<file path="src/rtl/mult_pkg.sv">
// Shared types for the sequential radix-4 Booth multiplier: FSM states,
// Booth digit encoding and the iteration count derived from the operand width.
package mult_pkg;

    typedef enum logic [1:0] {
        IDLE = 2'd0,
        CALC = 2'd1,
        DONE = 2'd2
    } state_e;

    typedef enum logic [2:0] {
        ZERO = 3'd0,
        POS1 = 3'd1,
        POS2 = 3'd2,
        NEG1 = 3'd3,
        NEG2 = 3'd4
    } digit_e;

    // Operands are extended by two bits, so WIDTH+2 multiplier bits give WIDTH/2+1 digits.
    function automatic int iter_f(input int width);
        return width / 2 + 1;
    endfunction

endpackage

</file>
<file path="src/rtl/booth_r4_enc.sv">
// Radix-4 Booth recoder: maps the multiplier triplet {b[2i+1], b[2i], b[2i-1]}
// to one of the digits 0, +-1, +-2 (purely combinational).
module booth_r4_enc
    import mult_pkg::*;
(
    input  logic [2:0] trip_i,
    output digit_e     digit_o
);

    always_comb begin
        digit_o = ZERO;
        unique case (trip_i)
            3'b000, 3'b111: digit_o = ZERO;
            3'b001, 3'b010: digit_o = POS1;
            3'b011:         digit_o = POS2;
            3'b100:         digit_o = NEG2;
            3'b101, 3'b110: digit_o = NEG1;
            default:        digit_o = ZERO;
        endcase
    end

endmodule

</file>
<file path="src/rtl/mult_booth_r4_seq.sv">
// Sequential radix-4 Booth multiplier, signed/unsigned, fixed latency WIDTH/2+1.
// Optional macro MULT_ACC_EN adds an acc_en input for multiply-accumulate into y.
module mult_booth_r4_seq
    import mult_pkg::*;
#(
    parameter int WIDTH = 8
) (
    input  logic               clk,
    input  logic               reset,
    input  logic [WIDTH-1:0]   a,
    input  logic [WIDTH-1:0]   b,
    input  logic               sgn,
    input  logic               init,
`ifdef MULT_ACC_EN
    input  logic               acc_en,
`endif
    output logic [2*WIDTH-1:0] y,
    output logic               busy,
    output logic               done
);

    localparam int ITER = iter_f(WIDTH);
    localparam int EW   = WIDTH + 2;
    localparam int AW   = 2 * WIDTH + 2;
    localparam int CW   = $clog2(ITER + 1);

    state_e              state_q;
    logic [CW-1:0]       cnt_q;
    logic [2*WIDTH-1:0]  y_q;
    logic                busy_q;
    logic                done_q;
    logic                acc_en_q;

    logic [EW:0]         bsh_q;
    logic [AW-1:0]       asl_q;
    logic [AW-1:0]       acc_q;
    logic [AW-1:0]       acc_d;
    logic [AW-1:0]       term;

    logic [EW-1:0]       a_ext;
    logic [EW-1:0]       b_ext;
    logic                start;
    logic                last;
    digit_e              digit;

    assign a_ext = sgn ? {{2{a[WIDTH-1]}}, a} : {2'b00, a};
    assign b_ext = sgn ? {{2{b[WIDTH-1]}}, b} : {2'b00, b};
    assign start = init && (state_q != CALC);
    assign last  = (cnt_q == CW'(ITER - 1));

    booth_r4_enc u_enc (
        .trip_i  (bsh_q[2:0]),
        .digit_o (digit)
    );

    always_comb begin
        term = '0;
        unique case (digit)
            ZERO:    term = '0;
            POS1:    term = asl_q;
            POS2:    term = asl_q << 1;
            NEG1:    term = -asl_q;
            NEG2:    term = -(asl_q << 1);
            default: term = '0;
        endcase
        acc_d = acc_q + term;
    end

    // Datapath: bsh_q exposes the next triplet at [2:0] (b[-1]=0 appended),
    // asl_q holds a << 2i in accumulator width.
    always_ff @(posedge clk) begin
        if (start) begin
            bsh_q <= {b_ext, 1'b0};
            asl_q <= {{WIDTH{a_ext[EW-1]}}, a_ext};
            acc_q <= '0;
        end else if (state_q == CALC) begin
            bsh_q <= bsh_q >> 2;
            asl_q <= asl_q << 2;
            acc_q <= acc_d;
        end
    end

    // Control FSM; the last CALC cycle folds its own partial product into y.
    always_ff @(posedge clk or posedge reset) begin
        if (reset) begin
            state_q  <= IDLE;
            cnt_q    <= '0;
            y_q      <= '0;
            busy_q   <= 1'b0;
            done_q   <= 1'b0;
            acc_en_q <= 1'b0;
        end else begin
            done_q <= 1'b0;
            unique case (state_q)
                IDLE, DONE: begin
                    if (init) begin
                        state_q <= CALC;
                        busy_q  <= 1'b1;
                        cnt_q   <= '0;
`ifdef MULT_ACC_EN
                        acc_en_q <= acc_en;
`else
                        acc_en_q <= 1'b0;
`endif
                    end else begin
                        state_q <= IDLE;
                    end
                end
                CALC: begin
                    cnt_q <= cnt_q + 1'b1;
                    if (last) begin
                        state_q <= DONE;
                        busy_q  <= 1'b0;
                        done_q  <= 1'b1;
                        cnt_q   <= '0;
                        y_q     <= acc_en_q ? (y_q + acc_d[2*WIDTH-1:0])
                                            : acc_d[2*WIDTH-1:0];
                    end
                end
                default: begin
                    state_q <= IDLE;
                    busy_q  <= 1'b0;
                end
            endcase
        end
    end

    assign y    = y_q;
    assign busy = busy_q;
    assign done = done_q;

endmodule

</file>
<file path="config.mk">
export PLATFORM = sky130hd
export DESIGN_NAME = mult_booth_r4_seq
export DESIGN_NICKNAME = d
export VERILOG_FILES = /design/src/rtl/mult_pkg.sv /design/src/rtl/booth_r4_enc.sv /design/src/rtl/mult_booth_r4_seq.sv
export SDC_FILE = /design/constraint.sdc
export NUM_CORES = 1
export LEC_CHECK = 0
export CORE_ASPECT_RATIO = 1.75
export CORE_MARGIN = 1
export CORE_UTILIZATION = 26
export DETAILED_ROUTE_END_ITERATION = 12
export GPL_TIMING_DRIVEN = 0
export SLEW_MARGIN = 20
export SYNTH_ARGS = -nofsm -noshare
export SYNTH_HDL_FRONTEND = slang
export SYNTH_HIERARCHICAL = 1
export SYNTH_SLANG_ARGS = --single-unit
</file>
<file path="constraint.sdc">
create_clock -name clk -period 9.1 [get_ports clk]
set_clock_uncertainty 0.2 [all_clocks]
set_input_delay 1.82 -clock clk [delete_from_list [all_inputs] [get_ports clk]]
set_output_delay 1.82 -clock clk [all_outputs]
set_load 0.01 [all_outputs]
</file>
-- Word level (Yosys, flattened, before mapping)
Memories as Yosys holds them, arrays and structs flattened.
Cells that the tools add are included.
- register bits after elaboration: 70
- memory bits (read-only): 24
- input port bits: 20
- output and inout port bits: 18
- word-level logic and storage cells: 50
- memories kept: 1
- memory list (name ; depth ; width ; read ports ; clocked after memory_dff ; write ports ; RTL line ; source):
    (no name shown) ; 8 ; 3 ; 1 ; 0 ; 0 ; booth_r4_enc.sv:12 ; unique case (trip_i)
- $add $sub $neg: 4
- equal/unequal tests: 10
- mux-type cells: 18
- reductions and logical operators: 8
- operator list (cell ; count):
    18-bit case mux with 4 select lines ; 1
    18-bit two-way mux ; 2
    18-bit negation ; 2
    11-bit two-way mux ; 2
    10-bit two-way mux ; 2
    18-bit adder ; 1
    3-bit by 2-bit == test with 1-bit output, second input constant ; 2
    3-bit == test, second input constant ; 2
    3-bit two-way mux ; 2
    3-bit case mux with 2 select lines ; 1
    2-bit AND reduction ; 3
    1-bit two-way mux ; 5
    2-bit != test, second input constant ; 2
    2-bit case mux with 2 select lines ; 1
    2-bit nonzero test ; 2
    3-bit by 1-bit adder with 3-bit output, second input constant ; 1
    3-bit by 1-bit == test with 1-bit output, second input constant ; 1
    2-bit by 1-bit == test with 1-bit output, second input constant ; 1
    2-bit == test, second input constant ; 1
    2-bit logical NOT ; 1
    2-bit two-way mux ; 1
    2-bit by 1-bit != test with 1-bit output, second input constant ; 1
    1-bit case mux with 2 select lines ; 1
    2-bit OR reduction ; 1
    1-bit logical AND ; 1

-- Logic depth before layout (Yosys ltp)
- depth after elaboration: 4
- gate-level depth with buffers: 18
- depth with buffers taken out: 17

-- Cells and area by module
The synthesis kept the hierarchy.
- by module, submodules not included (module ; times used ; cells an instance ; area an instance (um2) ; sequential area each (um2)):
    mult_booth_r4_seq ; 1 ; 467 ; 4076.4 ; 1666.6
    booth_r4_enc ; 1 ; 7 ; 58.8 ; 0.0

-- Worst setup path after synthesis
OpenSTA, ideal clock, no wires.
- path kind: flip-flop to flip-flop
- start: reg asl_q[0]
- end: reg y_q[15], in the netlist y[15]
- setup time: 92 ps
- arrival: 3776 ps
- required time: 8808 ps
- setup slack: 5033 ps
- cell stages (with the launch flop): 18
- path buffers: 0
- clock period less this slack: 4067 ps
- cells stage by stage: edfxtp_1 > inv_1 > ha_1 > nor3b_1 > nand3_1 > or4_1 > nand3b_1 > o21ai_0 > a32oi_1 > o22ai_1 > ha_1 > a21o_1 > a21o_1 > a221oi_1 > o31a_1 > o21a_1 > nor3_1 > o31ai_2
- longest elaborated chain between the ends: 3
- elaborated cells on any way between the ends: 4
- classes of those cells: 3 x add/sub; 1 x mux
- ends and longest elaborated chain (what ; RTL line ; source):
    start, declared ; mult_booth_r4_seq.sv:35 ; logic [AW-1:0] asl_q;
    start signal, assigned ; mult_booth_r4_seq.sv:74 ; asl_q <= {{WIDTH{a_ext[EW-1]}}, a_ext};
    start signal, assigned ; mult_booth_r4_seq.sv:78 ; asl_q <= asl_q << 2;
    18-bit negation (on tied branches) ; mult_booth_r4_seq.sv:62, mult_booth_r4_seq.sv:63 ;
    18-bit case mux with 4 select lines (*) ; mult_booth_r4_seq.sv:58 ; unique case (digit)
    18-bit adder (*) ; mult_booth_r4_seq.sv:66 ; acc_d = acc_q + term;
    end signal, assigned ; mult_booth_r4_seq.sv:116 ; y_q <= acc_en_q ? (y_q + acc_d[2*WIDTH-1:0])
    end, declared ; mult_booth_r4_seq.sv:29 ; logic [2*WIDTH-1:0] y_q;
Mark *: on every way between the ends. The rest lies on a longest branch, timed or not.
A chain may end at the register's enable or synchronous reset.

-- Worst setup path in the final report
Ends and elaborated chain as after synthesis.

==> impl_metrics.ini <==
[setup_path]
r2r_cells = 17
end_kind = register
path_cells = inv_1 -> ha_1 -> nor3b_1 -> nand3_1 -> or4_1 -> nand3b_1 -> o21ai_0 -> a32oi_1 -> o22ai_1 -> ha_1 -> a21o_1 -> a21o_1 -> a221oi_1 -> o31a_1 -> o21a_1 -> nor3_1 -> o31ai_2
path_max_fanout = 6
arrival_ns = 4.95
slowest_stage = or4_1
max_stage_delay_ns = 0.52
cp-start-kind = register
critPathRequiredTime_ns = 9.15
critPathKind = register to register

[synth]
netlist_instances = 474
yosys-top-cells-area = edfxtp_1 18%, dfrtp_1 14%, dfxtp_1 8.2%
yosys_warnings = 6
ys_seq_area_share_pct = 40.3
synth_top_cell_area_share_pct = 18.2
synth-seq-cells = 65
synth_area_um2 = 4140
async_flop_share_pct = 35.4
synth_cell_types = 55
synth_edf_count = 25
synth.largest_area_cell = edfxtp_1
ys.flop_type = edfxtp_1
syn-num-nets = 515
syn_area_per_cell_um2 = 8.72

[clocking]
cts_tree = yes
clk_pin_slew_ns = 0.05
cts_resized = 0
cts_root_buf = clkbuf_16
htree_levels = 3
hold_buffers = 0
cts_buffers = 9
clkLatencyLatePin_ns = 0.34
cts_buffer_depth = 2
cts_setup_buffers = 0
cts.sinks = 65

[timing]
slew_headroom_pct = 38.0
fin_crit_sh_pct = 53.9
tns_ns = 0
tightestPinTransition_ns = 0.929
period_minus_slack_ns = 4.91
drv_slew = 0
hold_violations = 0
rsz0062_at_grt = no
fmax_ghz = 0.204
setup_violations = 0

[global_routing]
grt_pass1_vias = 3723
grt_max_degree = 28
grt_usage_pct = 14.6
antenna_found_initial = 0
grt_pass1_wl_um = 18900
globalRoute.totalOverflow = 0

[finish]
final_common_cell = nand2_1
fillers = 1657
stdcell_area_um2 = 5060
num-nets-final = 563
n_antenna_cell = 0
area_delta_synth_final_pct = 22.4
post_route_cells_drive_above_1_share_pct = 6.64
mostFrequentLayoutCells = 73 x nand2_1, 43 x o21ai_0, 37 x clkdlybuf4s50_1

[worst_hold_path]
hold_depth = 2
min_path_type = register to register

[floorplan]
num_rows = 60
dieArea_um2 = 16400
die_y_um = 169
ios = 38
floorplan.initialDensity_pct = 26.7
die_w_um = 97.3
core_um2 = 15500

[routing]
drc = 0
finalWirelength_um = 11800
first_pass_iters = 5
viasPerCell = 5.17
dr_total_vias = 3688
routedWlPerCell_um = 16.5
antenna_left = 0
drtIter0Drc = 201

[outcome]
outcome = completed

[place]
dp_hpwl_um = 9100
gp_congestion = 0.875
portBuffers = 37
place_area_um2 = 4740

[flow_run]
cap_violations = 0
-- final timing paths --
check / from / endpoint / slack (ns)
max: asl_q[0]$_SDFFCE_PN0P_ / y[15]$_DFFE_PP0P_ / 4.19
min: acc_q[13]$_SDFFE_PP0P_ / acc_q[13]$_SDFFE_PP0P_ / 0.26
max reg2reg: asl_q[0]$_SDFFCE_PN0P_ / y[15]$_DFFE_PP0P_ / 4.19
min reg2reg: acc_q[13]$_SDFFE_PP0P_ / acc_q[13]$_SDFFE_PP0P_ / 0.26
max in group asynchronous: reset / cnt_q[2]$_DFFE_PP0P_ / 6.34
min in group asynchronous: reset / y[11]$_DFFE_PP0P_ / 1.79
-- critical path: cells and delay by family, from the launching register on --
kind / cells / cell delay (ns)
compound gates: 9 / 1.84
simple gates: 5 / 1.50
fa+ha+maj: 2 / 0.68
flops: 1 / 0.43
buf+inv: 1 / 0.17
-- area by class of cell --
| class | count | area (µm²) | share of cell area [%] |
|---|---|---|---|
| repair buffers | 37 | 370 | 7.32 |
| clock inverters | 6 | 81.3 | 1.61 |
| inverters | 15 | 56.3 | 1.11 |
| plain buffers | 28 | 121 | 2.40 |
| well taps | 186 | 233 | 4.60 |
| flip-flops and latches | 65 | 1670 | 32.9 |
| multi-input cells | 366 | 2290 | 45.3 |
| clock buffers | 10 | 239 | 4.72 |
-- state kept, by name (all words and copies together) (netlist names) --
signal,flops
done,1
acc_q,16
cnt_q,3
busy,1
bsh_q,10
state_q,2
asl_q,16
y,16
-- kinds of logic after synthesis --
group                    share of synthesized area (%)
AO/OA/AOI/OAI                                     20.9
XOR/XNOR                                          4.66
adder cells (fa/ha/maj)                           6.54
buffers and inverters                             4.30
flip-flops                                        40.3
multiplexers                                      3.03
AND/OR/NAND/NOR                                   20.2
-- routing by layer --
layer	GRT usage, %	share of wire [%]	vias up
li1	-	-	1811
met1	14.8	38	1770
met2	28.2	56	82
met3	1.82	2.2	25
met4	8.38	3.7	0
met5	0	0	-
-- stage by stage --
| step | hold WS (ns) | setup slack, ns | cells | util [%] |
|---|---|---|---|---|
| floorplan | 0.233 | 5.03 | 474 | - |
| global placement | 0.246 | 4.37 | 697 | 30.6 |
| detailed placement | 0.257 | 4.28 | 697 | 30.6 |
| CTS | 0.260 | 4.25 | 713 | 32.7 |
| global route | 0.286 | 3.81 | 713 | 32.7 |
| finish | 0.257 | 4.19 | 713 | 32.7 |
-- cells in the mapped netlist, types with 9 or more instances --
| cell type | instances |
|---|---|
| a21oi_1 | 24 |
| edfxtp_1 | 25 |
| xnor2_1 | 13 |
| nor2_1 | 27 |
| ha_1 | 20 |
| xor2_1 | 9 |
| dfrtp_1 | 23 |
| o21ai_0 | 43 |
| a21o_1 | 18 |
| o22ai_1 | 9 |
| nand2_1 | 74 |
| nand3_1 | 31 |
| clkbuf_1 | 21 |
| inv_1 | 14 |
| dfxtp_1 | 17 |
Power is left out: the tool's default activity adds up to more than one toggle a clock period on the data nets, which glitch-free logic cannot reach.
